===== src/rtl/branch_redirect_ctrl.sv =====
// rtl/branch_redirect_ctrl.sv - PC redirect sequencing, stall vector and exception flush (optional stats: BRANCH_STAT_EN)
module branch_redirect_ctrl #(
  parameter int ADDR_W  = 32,
  parameter int STALL_W = 6
) (
  input  logic              clk,
  input  logic              rst,
  input  logic              id_valid,
  input  logic              id_branch_flag,
  input  logic [ADDR_W-1:0] id_branch_addr,
  input  logic              stall_req_if,
  input  logic              stall_req_id,
  input  logic              stall_req_ex,
  input  logic              stall_req_mem,
  input  logic              exc_flag,
  input  logic [ADDR_W-1:0] exc_pc,
  output logic [STALL_W-1:0] stall,
  output logic              flush,
  output logic              pc_redirect,
  output logic [ADDR_W-1:0] pc_redirect_addr,
  output logic              id_in_delay_slot,
  output logic              busy
`ifdef BRANCH_STAT_EN
  ,
  output logic [31:0]       stat_redirects,
  output logic [31:0]       stat_stall_cycles,
  output logic [15:0]       stat_pend_events
`endif
);

  typedef enum logic {IDLE, PEND} state_e;

  state_e            state_q, state_d;
  logic [ADDR_W-1:0] pend_addr_q, pend_addr_d;
  logic              delay_q, delay_d;
  logic              accept;

  // Stall vector: the deepest requesting stage holds itself and everything upstream
  always_comb begin
    stall = '0;
    if (rst && !exc_flag) begin
      if (stall_req_mem)     stall = STALL_W'(6'b011111);
      else if (stall_req_ex) stall = STALL_W'(6'b001111);
      else if (stall_req_id) stall = STALL_W'(6'b000111);
      else if (stall_req_if) stall = STALL_W'(6'b000011);
    end
  end

  // Redirect/flush outputs and next-state; exception overrides any pending branch
  always_comb begin
    state_d          = state_q;
    pend_addr_d      = pend_addr_q;
    delay_d          = delay_q;
    flush            = 1'b0;
    pc_redirect      = 1'b0;
    pc_redirect_addr = '0;
    busy             = 1'b0;
    accept           = 1'b0;
    if (rst) begin
      accept = (state_q == IDLE) && id_valid && id_branch_flag && !stall[2] && !exc_flag;
      busy   = (state_q == PEND);
      if (exc_flag) begin
        flush            = 1'b1;
        pc_redirect      = 1'b1;
        pc_redirect_addr = exc_pc;
        state_d          = IDLE;
        delay_d          = 1'b0;
      end else begin
        if (state_q == PEND) begin
          pc_redirect_addr = pend_addr_q;
          pc_redirect      = !stall[0];
          if (!stall[0]) state_d = IDLE;
        end else if (accept) begin
          if (stall[0]) begin
            pend_addr_d = id_branch_addr;
            state_d     = PEND;
          end else begin
            pc_redirect      = 1'b1;
            pc_redirect_addr = id_branch_addr;
          end
        end
        // The delay slot is the instruction after the branch; it owns the flag until it leaves ID
        if (accept)                                   delay_d = 1'b1;
        else if (delay_q && !stall[2] && id_valid)    delay_d = 1'b0;
      end
    end
  end

  assign id_in_delay_slot = rst & delay_q;

  // State, pending target and delay-slot flag registers
  always_ff @(posedge clk or negedge rst) begin
    if (!rst) begin
      state_q     <= IDLE;
      pend_addr_q <= '0;
      delay_q     <= 1'b0;
    end else begin
      state_q     <= state_d;
      pend_addr_q <= pend_addr_d;
      delay_q     <= delay_d;
    end
  end

`ifdef BRANCH_STAT_EN
  logic [31:0] redirects_q, stall_cycles_q;
  logic [15:0] pend_events_q;

  // Event counters; exception cycles are not attributed to branch activity
  always_ff @(posedge clk or negedge rst) begin
    if (!rst) begin
      redirects_q    <= '0;
      stall_cycles_q <= '0;
      pend_events_q  <= '0;
    end else if (!exc_flag) begin
      if (pc_redirect)                               redirects_q    <= redirects_q + 32'd1;
      if (stall[0])                                  stall_cycles_q <= stall_cycles_q + 32'd1;
      if (state_q == IDLE && state_d == PEND)        pend_events_q  <= pend_events_q + 16'd1;
    end
  end

  assign stat_redirects    = redirects_q;
  assign stat_stall_cycles = stall_cycles_q;
  assign stat_pend_events  = pend_events_q;
`endif

endmodule


===== config.mk =====
export PLATFORM = sky130hd
export DESIGN_NAME = branch_redirect_ctrl
export DESIGN_NICKNAME = d
export VERILOG_FILES = /design/src/rtl/branch_redirect_ctrl.sv
export SDC_FILE = /design/constraint.sdc
export NUM_CORES = 1
export LEC_CHECK = 0
export CAP_MARGIN = 20
export CORE_MARGIN = 2
export CORE_UTILIZATION = 40
export CTS_CLUSTER_DIAMETER = 120
export DETAILED_ROUTE_END_ITERATION = 16
export PLACE_DENSITY_LB_ADDON = 0.12
export SYNTH_ARGS = -nofsm -noshare
export SYNTH_HDL_FRONTEND = slang
export SYNTH_SLANG_ARGS = --single-unit

===== constraint.sdc =====
create_clock -name clk -period 2.67 [get_ports clk]
set_input_delay 0.534 -clock clk [delete_from_list [all_inputs] [get_ports clk]]
set_output_delay 0.534 -clock clk [all_outputs]
set_load 0.03 [all_outputs]

# After elaboration in Yosys (flattened, before gate mapping)
# Index checks and enable logic that the tools add are counted.
# totals
register_bits	34
out_inout_bits	42
word_cells	44
# classes
n_mux	25
bitwise	3
reduce_logical	13
# op_table
operator	n
two-way mux 32 bit	5
two-way mux 1 bit	15
two-way mux 6 bit	2
logical AND 1 bit	7
AND reduction 5 bit	1
two-way mux 4 bit	1
logical NOT 1 bit	3
two-way mux 3 bit	1
nonzero test 3 bit	1
two-way mux 2 bit	1
NOT 1 bit	2
AND reduction 2 bit	1
AND 1 bit	1

# Logic depth before layout (Yosys ltp)
# Gate-level depths: netlist of the first run.
# logic_depth
word_depth	12
ltp_mapped	6

# Worst setup path before layout of the first run
# OpenSTA, ideal clock, no wires.
# synth_timing
path_kind	input -> output
startpoint	input stall_req_id
endpoint	output pc_redirect_addr[0]
arrival_time_ps	1938
setup_slack_ps	198
cell_stages	5
path_buffers	2
path_cell_list	or3_1 -> buf_6 -> nor4_2 -> buf_2 -> a22o_1
# synth_via
elab_chain_len	11
elab_cells_between_ends	12
# synth_lines
item	line	text
start, declared	12	input logic stall_req_id,
two-way mux 3 bit (*)	44	else if (stall_req_id) stall = STALL_W'(6'b000111);
two-way mux 4 bit (*)	43	else if (stall_req_ex) stall = STALL_W'(6'b001111);
two-way mux 6 bit (*)	42	if (stall_req_mem) stall = STALL_W'(6'b011111);
two-way mux 6 bit (*)	41	if (rst && !exc_flag) begin
logical NOT 1 bit	60	accept = (state_q == IDLE) && id_valid && id_branch_flag && !stall[2] && !exc_flag;
logical AND 1 bit (2 in series)	60	
two-way mux 32 bit (*)	73	end else if (accept) begin
two-way mux 32 bit (*)	69	if (state_q == PEND) begin
two-way mux 32 bit (*)	62	if (exc_flag) begin
two-way mux 32 bit (*)	59	if (rst) begin
end, declared	20	output logic [ADDR_W-1:0] pc_redirect_addr,
# Every way passes the cells marked *; elsewhere a longest branch is shown, timed or not.

# Worst setup path in the final report of the first run
# layout_timing
startpoint	input stall_req_ex
endpoint	output pc_redirect_addr[24]
# layout_via
elab_chain_len	10
elab_cells_between_ends	11
# layout_lines
item	line	text
start, declared	13	input logic stall_req_ex,
two-way mux 4 bit (*)	43	
two-way mux 6 bit (*)	42	
two-way mux 6 bit (*)	41	
logical NOT 1 bit	60	
logical AND 1 bit (2 in series)	60	
two-way mux 32 bit (*)	73	
two-way mux 32 bit (*)	69	
two-way mux 32 bit (*)	62	
two-way mux 32 bit (*)	59	
# Marks and branches as above.

==> impl_metrics.tcl, run 1 <==
set metrics [dict create \
    tns_ns 0 \
    worstSetupEndpointType "output port" \
    cts_root_buf "clkbuf_8" \
    die_area_mm2 0.00607 \
    crit_required_ns 2.14 \
    first_global_vias 1953 \
    area_growth_pct 58.7 \
    maxCapViolCount 0 \
    r2r_cells 4 \
    fmax_ghz 0.384 \
    dr.pass1.iters 4 \
    netlist_area_mm2 0.00218 \
    peakVddDrop_uv 230 \
    place_inst 351 \
    place_area_mm2 0.00330 \
    start_util_pct 42.2 \
    ios 115 \
    grt_max_degree 74 \
    cts_tree "yes" \
    place_congestion 0.762 \
    cts-hold-fix-buffers 0 \
    path_clk_slew_ns 0.07 \
    finalHoldViolations 0 \
    intPower_mw 1.00 \
    n_antenna_cell 0 \
    viasPerCell 5.35 \
    drive_gt1_share_pct 33.9 \
    synth_area_leaders "dfrtp_1 (39%), a22o_1 (26%), mux2_4 (20%), clkbuf_1 (2.2%), buf_6 (2.1%)" \
    cts_buffer_depth 2 \
    synth_nets 252 \
    core-area_mm2 0.00517 \
    min_period_ns 2.60 \
    period_share_pct 97.4 \
    grt_antenna_before_repair 0 \
    overflow 0 \
    r2r_end "pend_addr_q[23]" \
    pwr-share-clk_pct 27.9 \
    synth_cell_types 26 \
    crit_fanout 16 \
    cts_htree_levels 2 \
    pwr-share-comb_pct 29.9 \
    nets 364 \
    leakage_nw 1.63 \
    worst_ep_arrival_time_ns 2.07 \
    power_switching_mw 0.377 \
    fin_skew_ns 0.00265 \
    synth_warnings 0 \
    vias 1935 \
    drt_iter0_drc 76 \
    r2r_slack_ns 1.00 \
    grt_pass1_wl_um 9740 \
    swShare_pct 27.3 \
    fin_cells 362 \
    status "finished, final reports clean" \
    fillers 405 \
    cts_sinks 34 \
    startpoint_type "primary input" \
    die_y_um 77.9 \
    synth.yosys.seq_area_share_pct 39.0 \
    cts_made_buffers 5 \
    final-max-slew-violation-count 0 \
    power_frac_seq_pct 42.2 \
    hpwl_um 4060 \
    critPathKind "primary input to output port" \
    r2r-start "state_q" \
    power_mw 1.38 \
    rsz0062_at_grt "no" \
    setup_viol 0 \
    drt-total-wl_um 6020 \
    drcViolationCount 0 \
    io_buffer_count 113 \
    hold_class "primary input to async pin" \
    synthCells 179 \
    yosys.area.top_type_share_pct 39.0 \
    stdcell_area_mm2 0.00346 \
    postRouteAntennaNets 0 \
    synth-seq-cells 34 \
    synth_top_area_cell "dfrtp_1" \
    grtUsageTotal_pct 20.2 \
    powerDensity_mw_per_mm2 397 \
    post_drt_wl_per_cell_um 16.6 \
    num_rows 26 \
    die_w_um 77.9 \
    syn_area_per_cell_um2 12.2 \
    clock_latency_ns 0.28 \
]
==> cell usage in the layout (no fill, tap or decap), types with 2 or more instances in the layout <==
cell and n:
clkdlybuf4s50_1 65, a22o_1 64, buf_4 45, dfrtp_1 34, mux2_4 29, nor2_1 6, clkbuf_8 6, buf_6 5
dlygate4sd2_1 4, buf_12 4, and2_1 3, mux2_2 3, nor3_1 2, inv_1 2, dlymetal6s2s_1 2
==> through the flow <==
stage               worst slack [ns]  util [%]  hold WS [ns]
floorplan                      0.198         -         0.238
global placement              -0.130      63.8         0.492
detailed placement            -0.138      63.8         0.495
CTS                           0.0607      66.8         0.284
global route                0.000508      67.0         0.298
finish                        0.0688      67.0         0.282
==> critical path, stage by stage <==
cell,delay (ns)
dlygate4sd2_1,0.25
or3_4,0.41
nor4_4,0.25
buf_4,0.17
buf_12,0.13
a22o_1,0.16
buf_4,0.16
==> how the worst max path moves through the flow <==
| stage | from | to | slack (ns) | cells past startpoint |
|---|---|---|---|---|
| after CTS | stall_req_mem | pc_redirect_addr[6] | 0.06 | 7 |
| after floorplan | stall_req_id | pc_redirect_addr[0] | 0.20 | 5 |
| after global routing | stall_req_if | pc_redirect_addr[6] | 0.0005 | 6 |
| final | stall_req_ex | pc_redirect_addr[24] | 0.07 | 7 |
| after detailed placement | stall_req_mem | pc_redirect_addr[6] | -0.14 | 6 |
| after global placement | stall_req_mem | pc_redirect_addr[11] | -0.13 | 6 |
==> cells in the mapped netlist <==
| cell | instances |
|---|---|
| nand4b_1 | 1 |
| and2_1 | 3 |
| buf_4 | 2 |
| nor4b_4 | 1 |
| nor4_2 | 1 |
| a311o_1 | 1 |
| clkbuf_1 | 13 |
| o21a_1 | 1 |
| conb_1 | 1 |
| mux2_2 | 3 |
| buf_6 | 4 |
| or3_1 | 1 |
| o31ai_1 | 1 |
| mux2_4 | 29 |
| nand2b_1 | 1 |
| buf_2 | 3 |
| a22o_1 | 64 |
| inv_1 | 2 |
| and3b_1 | 1 |
| a211o_1 | 1 |
| o21ai_0 | 1 |
| dfrtp_1 | 34 |
| nor2b_1 | 1 |
| a21oi_1 | 1 |
| nor3_1 | 2 |
| nor2_1 | 6 |
==> layer usage <==
layer | track usage (%) | wire length, µm | up-vias
li1 | - | - | 923
met5 | 0 | 0 | -
met2 | 32.0 | 2830 | 66
met1 | 27.6 | 2770 | 942
met3 | 4.77 | 370 | 4
met4 | 5.54 | 48 | 0
==> logic make-up after synthesis <==
group,after synthesis,synth area share (%)
other cells,1,0.172
simple gates,18,5.67
mux,32,21.5
flops,34,39.0
compound gates,70,27.7
buf+inv,24,6.02
==> final cells by class <==
type	count	area (µm²)	share of cell area (%)
sequential	34	851	24.6
tap	70	87.6	2.53
inverter	2	7.51	0.217
timing repair buffer	127	1200	34.8
clock buffer	7	86.3	2.49
clock inverter	1	5.00	0.144
multi-input combinational	121	1220	35.3
==> sequential cells by signal, summed over array words and instances, names as in the netlist <==
signal,cells
delay_q,1
pend_addr_q,32
state_q,1
==> power by group through the flow <==
stage | Clock [mW] | Combinational [mW] | Sequential [mW]
2_1_floorplan | 0 | 0.210 | 0.583
3_3_place_gp | 0 | 0.406 | 0.588
3_5_place_dp | 0 | 0.409 | 0.590
4_1_cts | 0.401 | 0.413 | 0.581
5_1_grt | 0.432 | 0.439 | 0.586
6_report | 0.384 | 0.412 | 0.582
==> timing repair <==
action	4_1_cts	5_1_grt
endpoints found under the setup margin	32	30
cloned	1	0
resized for setup	16	3
pin swaps	3	3
setup buffers	2	0
(Power assumes the default switching activity.)
==> inputs of run 2 (changes only) <==
--- a/config.mk
+++ b/config.mk
@@ -10,6 +10,7 @@
 export CORE_UTILIZATION = 40
 export CTS_CLUSTER_DIAMETER = 120
 export DETAILED_ROUTE_END_ITERATION = 16
+export MAX_ROUTING_LAYER = met4
 export PLACE_DENSITY_LB_ADDON = 0.12
 export SYNTH_ARGS = -nofsm -noshare
 export SYNTH_HDL_FRONTEND = slang
==> constraint.sdc (replaced) <==
create_clock -name clk -period 2.6 [get_ports clk]
set_input_delay 0.52 -clock clk [delete_from_list [all_inputs] [get_ports clk]]
set_output_delay 0.52 -clock clk [all_outputs]
set_load 0.03 [all_outputs]
==> run 2 against run 1 <==
Sequential share of layout area is 0.38 points lower. Core utilization is 1.0 points higher. First-iteration DRC count is 38% lower. Non-clock buffer count is 3 higher. Combinational power is 1% higher. Via count is 0.98% higher. Cell area is 1.6% higher. Critical path type unchanged. Critical endpoint is now pc_redirect_addr[30]. Largest power group unchanged.
==> impl_metrics.tcl, run 2 (synthesized netlist as in run 1, its figures left out) <==
set metrics [dict create \
    powerDensity_mw_per_mm2 425 \
    seqCellArea_um2 851 \
    leakage_nw 1.65 \
    peakVddDrop_uv 337 \
    fillers 376 \
    min_period_ns 2.51 \
    die_area_mm2 0.00607 \
    cts_buffer_depth 2 \
    maxCapViolCount 0 \
    fin_skew_ns 0.00455 \
    die_y_um 77.9 \
    path_cells "clkdlybuf4s15_1, or3_4, nor4_4, buf_6, buf_8, a22o_1, buf_4" \
    fin_cells 365 \
    grt_pass1_wl_um 9400 \
    crit_start "stall_req_mem" \
    cpPeakStageDelay_ns 0.40 \
    cts-hold-fix-buffers 0 \
    r2r_end "pend_addr_q[24]" \
    hpwl_um 3980 \
    vias 1954 \
    crit_required_ns 2.08 \
    n_antenna_cell 0 \
    drcViolationCount 0 \
    overflow 0 \
    crit_buf_inv 4 \
    crit_fanout 8 \
    critPathKind "primary input to output port" \
    layout_setup_ws_ns 0.0918 \
    cts_root_buf "clkbuf_8" \
    viasPerCell 5.35 \
    reg_top3 "pend_addr_q: 32 flops, delay_q: 1 flops, state_q: 1 flops" \
    fmax_ghz 0.399 \
    start_util_pct 42.2 \
    finalHoldViolations 0 \
    period_share_pct 96.5 \
    largest-register "pend_addr_q" \
    power_mw 1.50 \
    first_global_vias 1928 \
    path_clk_slew_ns 0.07 \
    cts_tree "yes" \
    final_util_pct 68.0 \
    dr.pass1.iters 4 \
    area_growth_pct 61.1 \
    multi_input_area_mm2 0.00122 \
    drt-total-wl_um 5970 \
    io_buffer_count 113 \
    postRouteAntennaNets 0 \
    ios 115 \
    cts_sinks 34 \
    place_congestion 0.765 \
    r2r-start "state_q" \
    status "finished, final reports clean" \
    place_inst 353 \
    rsz0062_at_grt "no" \
    dp_slack_ns -0.187 \
    final-max-slew-violation-count 0 \
    r2r_slack_ns 0.94 \
    critical_path_depth 7 \
    nets 367 \
    r2r_cells 3 \
    layout_commonest_cell "clkdlybuf4s50_1" \
    grt_antenna_before_repair 0 \
    cp-endpoint "pc_redirect_addr[30]" \
    worstSetupEndpointType "output port" \
    drive_gt1_share_pct 34.9 \
    grtUsageTotal_pct 19.7 \
    drt_iter0_drc 47 \
    largest_register_ffs 32 \
    clock_latency_ns 0.28 \
    cp_slowest_cell "or3_4" \
    startpoint_type "primary input" \
    stdcell_area_mm2 0.00352 \
    num_rows 26 \
    cts_made_buffers 5 \
    setup_viol 0 \
    die_w_um 77.9 \
    place_area_mm2 0.00332 \
    post_drt_wl_per_cell_um 16.4 \
    crit_family "buffers and inverters" \
    layout_common_cells "clkdlybuf4s50_1 (65), a22o_1 (64), buf_4 (43), dfrtp_1 (34), mux2_4 (29)" \
    core-area_mm2 0.00517 \
    grt_max_degree 74 \
    worst_ep_arrival_time_ns 1.99 \
    hold_class "primary input to async pin" \
    cts_htree_levels 2 \
]
==> run 2: how the worst min path moves through the flow <==
| stage | startpoint | to | slack (ns) | cells past startpoint |
|---|---|---|---|---|
| finish | rst | delay_q | 0.25 | 2 |
| global route | rst | delay_q | 0.27 | 2 |
| CTS | rst | pend_addr_q[31] | 0.27 | 2 |
| detailed placement | pend_addr_q[25] | pend_addr_q[25] | 0.49 | 1 |
| global placement | pend_addr_q[7] | pend_addr_q[7] | 0.49 | 1 |
| floorplan | rst | delay_q | 0.22 | 0 |
==> run 2: cell type report <==
| cell class | instances | area share, % |
|---|---|---|
| multi-input combinational | 121 | 34.6 |
| timing repair buffer | 130 | 35.4 |
| inverter | 2 | 0.213 |
| clock buffer | 5 | 1.96 |
| clock inverter | 3 | 1.14 |
| sequential | 34 | 24.2 |
| tap | 70 | 2.49 |
==> run 2: through the flow <==
stage          setup TNS, ns  hold slack (ns)
5_1_grt                    0            0.275
4_1_cts                    0            0.270
3_5_place_dp           -5.98            0.494
3_3_place_gp           -5.65            0.492
2_1_floorplan              0            0.224
6_report                   0            0.247
==> run 2: where the power goes <==
part	switching, mW	internal (mW)
combinational	0.174	0.242
sequential	0.0309	0.572
clock	0.195	0.282
==> run 2: timing repair <==
item / 4_1_cts / 5_1_grt
gates resized for setup: 15 / 10
pin swaps: 3 / 4
gates cloned: 2 / 0
endpoints found under the setup margin: 32 / 32
buffers inserted: 2 / 0
==> run 2: layer usage <==
metal,vias to the layer above,track usage (%),part of all wire [%]
met5,-,-,0
li1,927,-,-
met2,84,30.7,47
met1,938,27.1,46
met3,5,3.37,6.4
met4,0,4.29,0.64
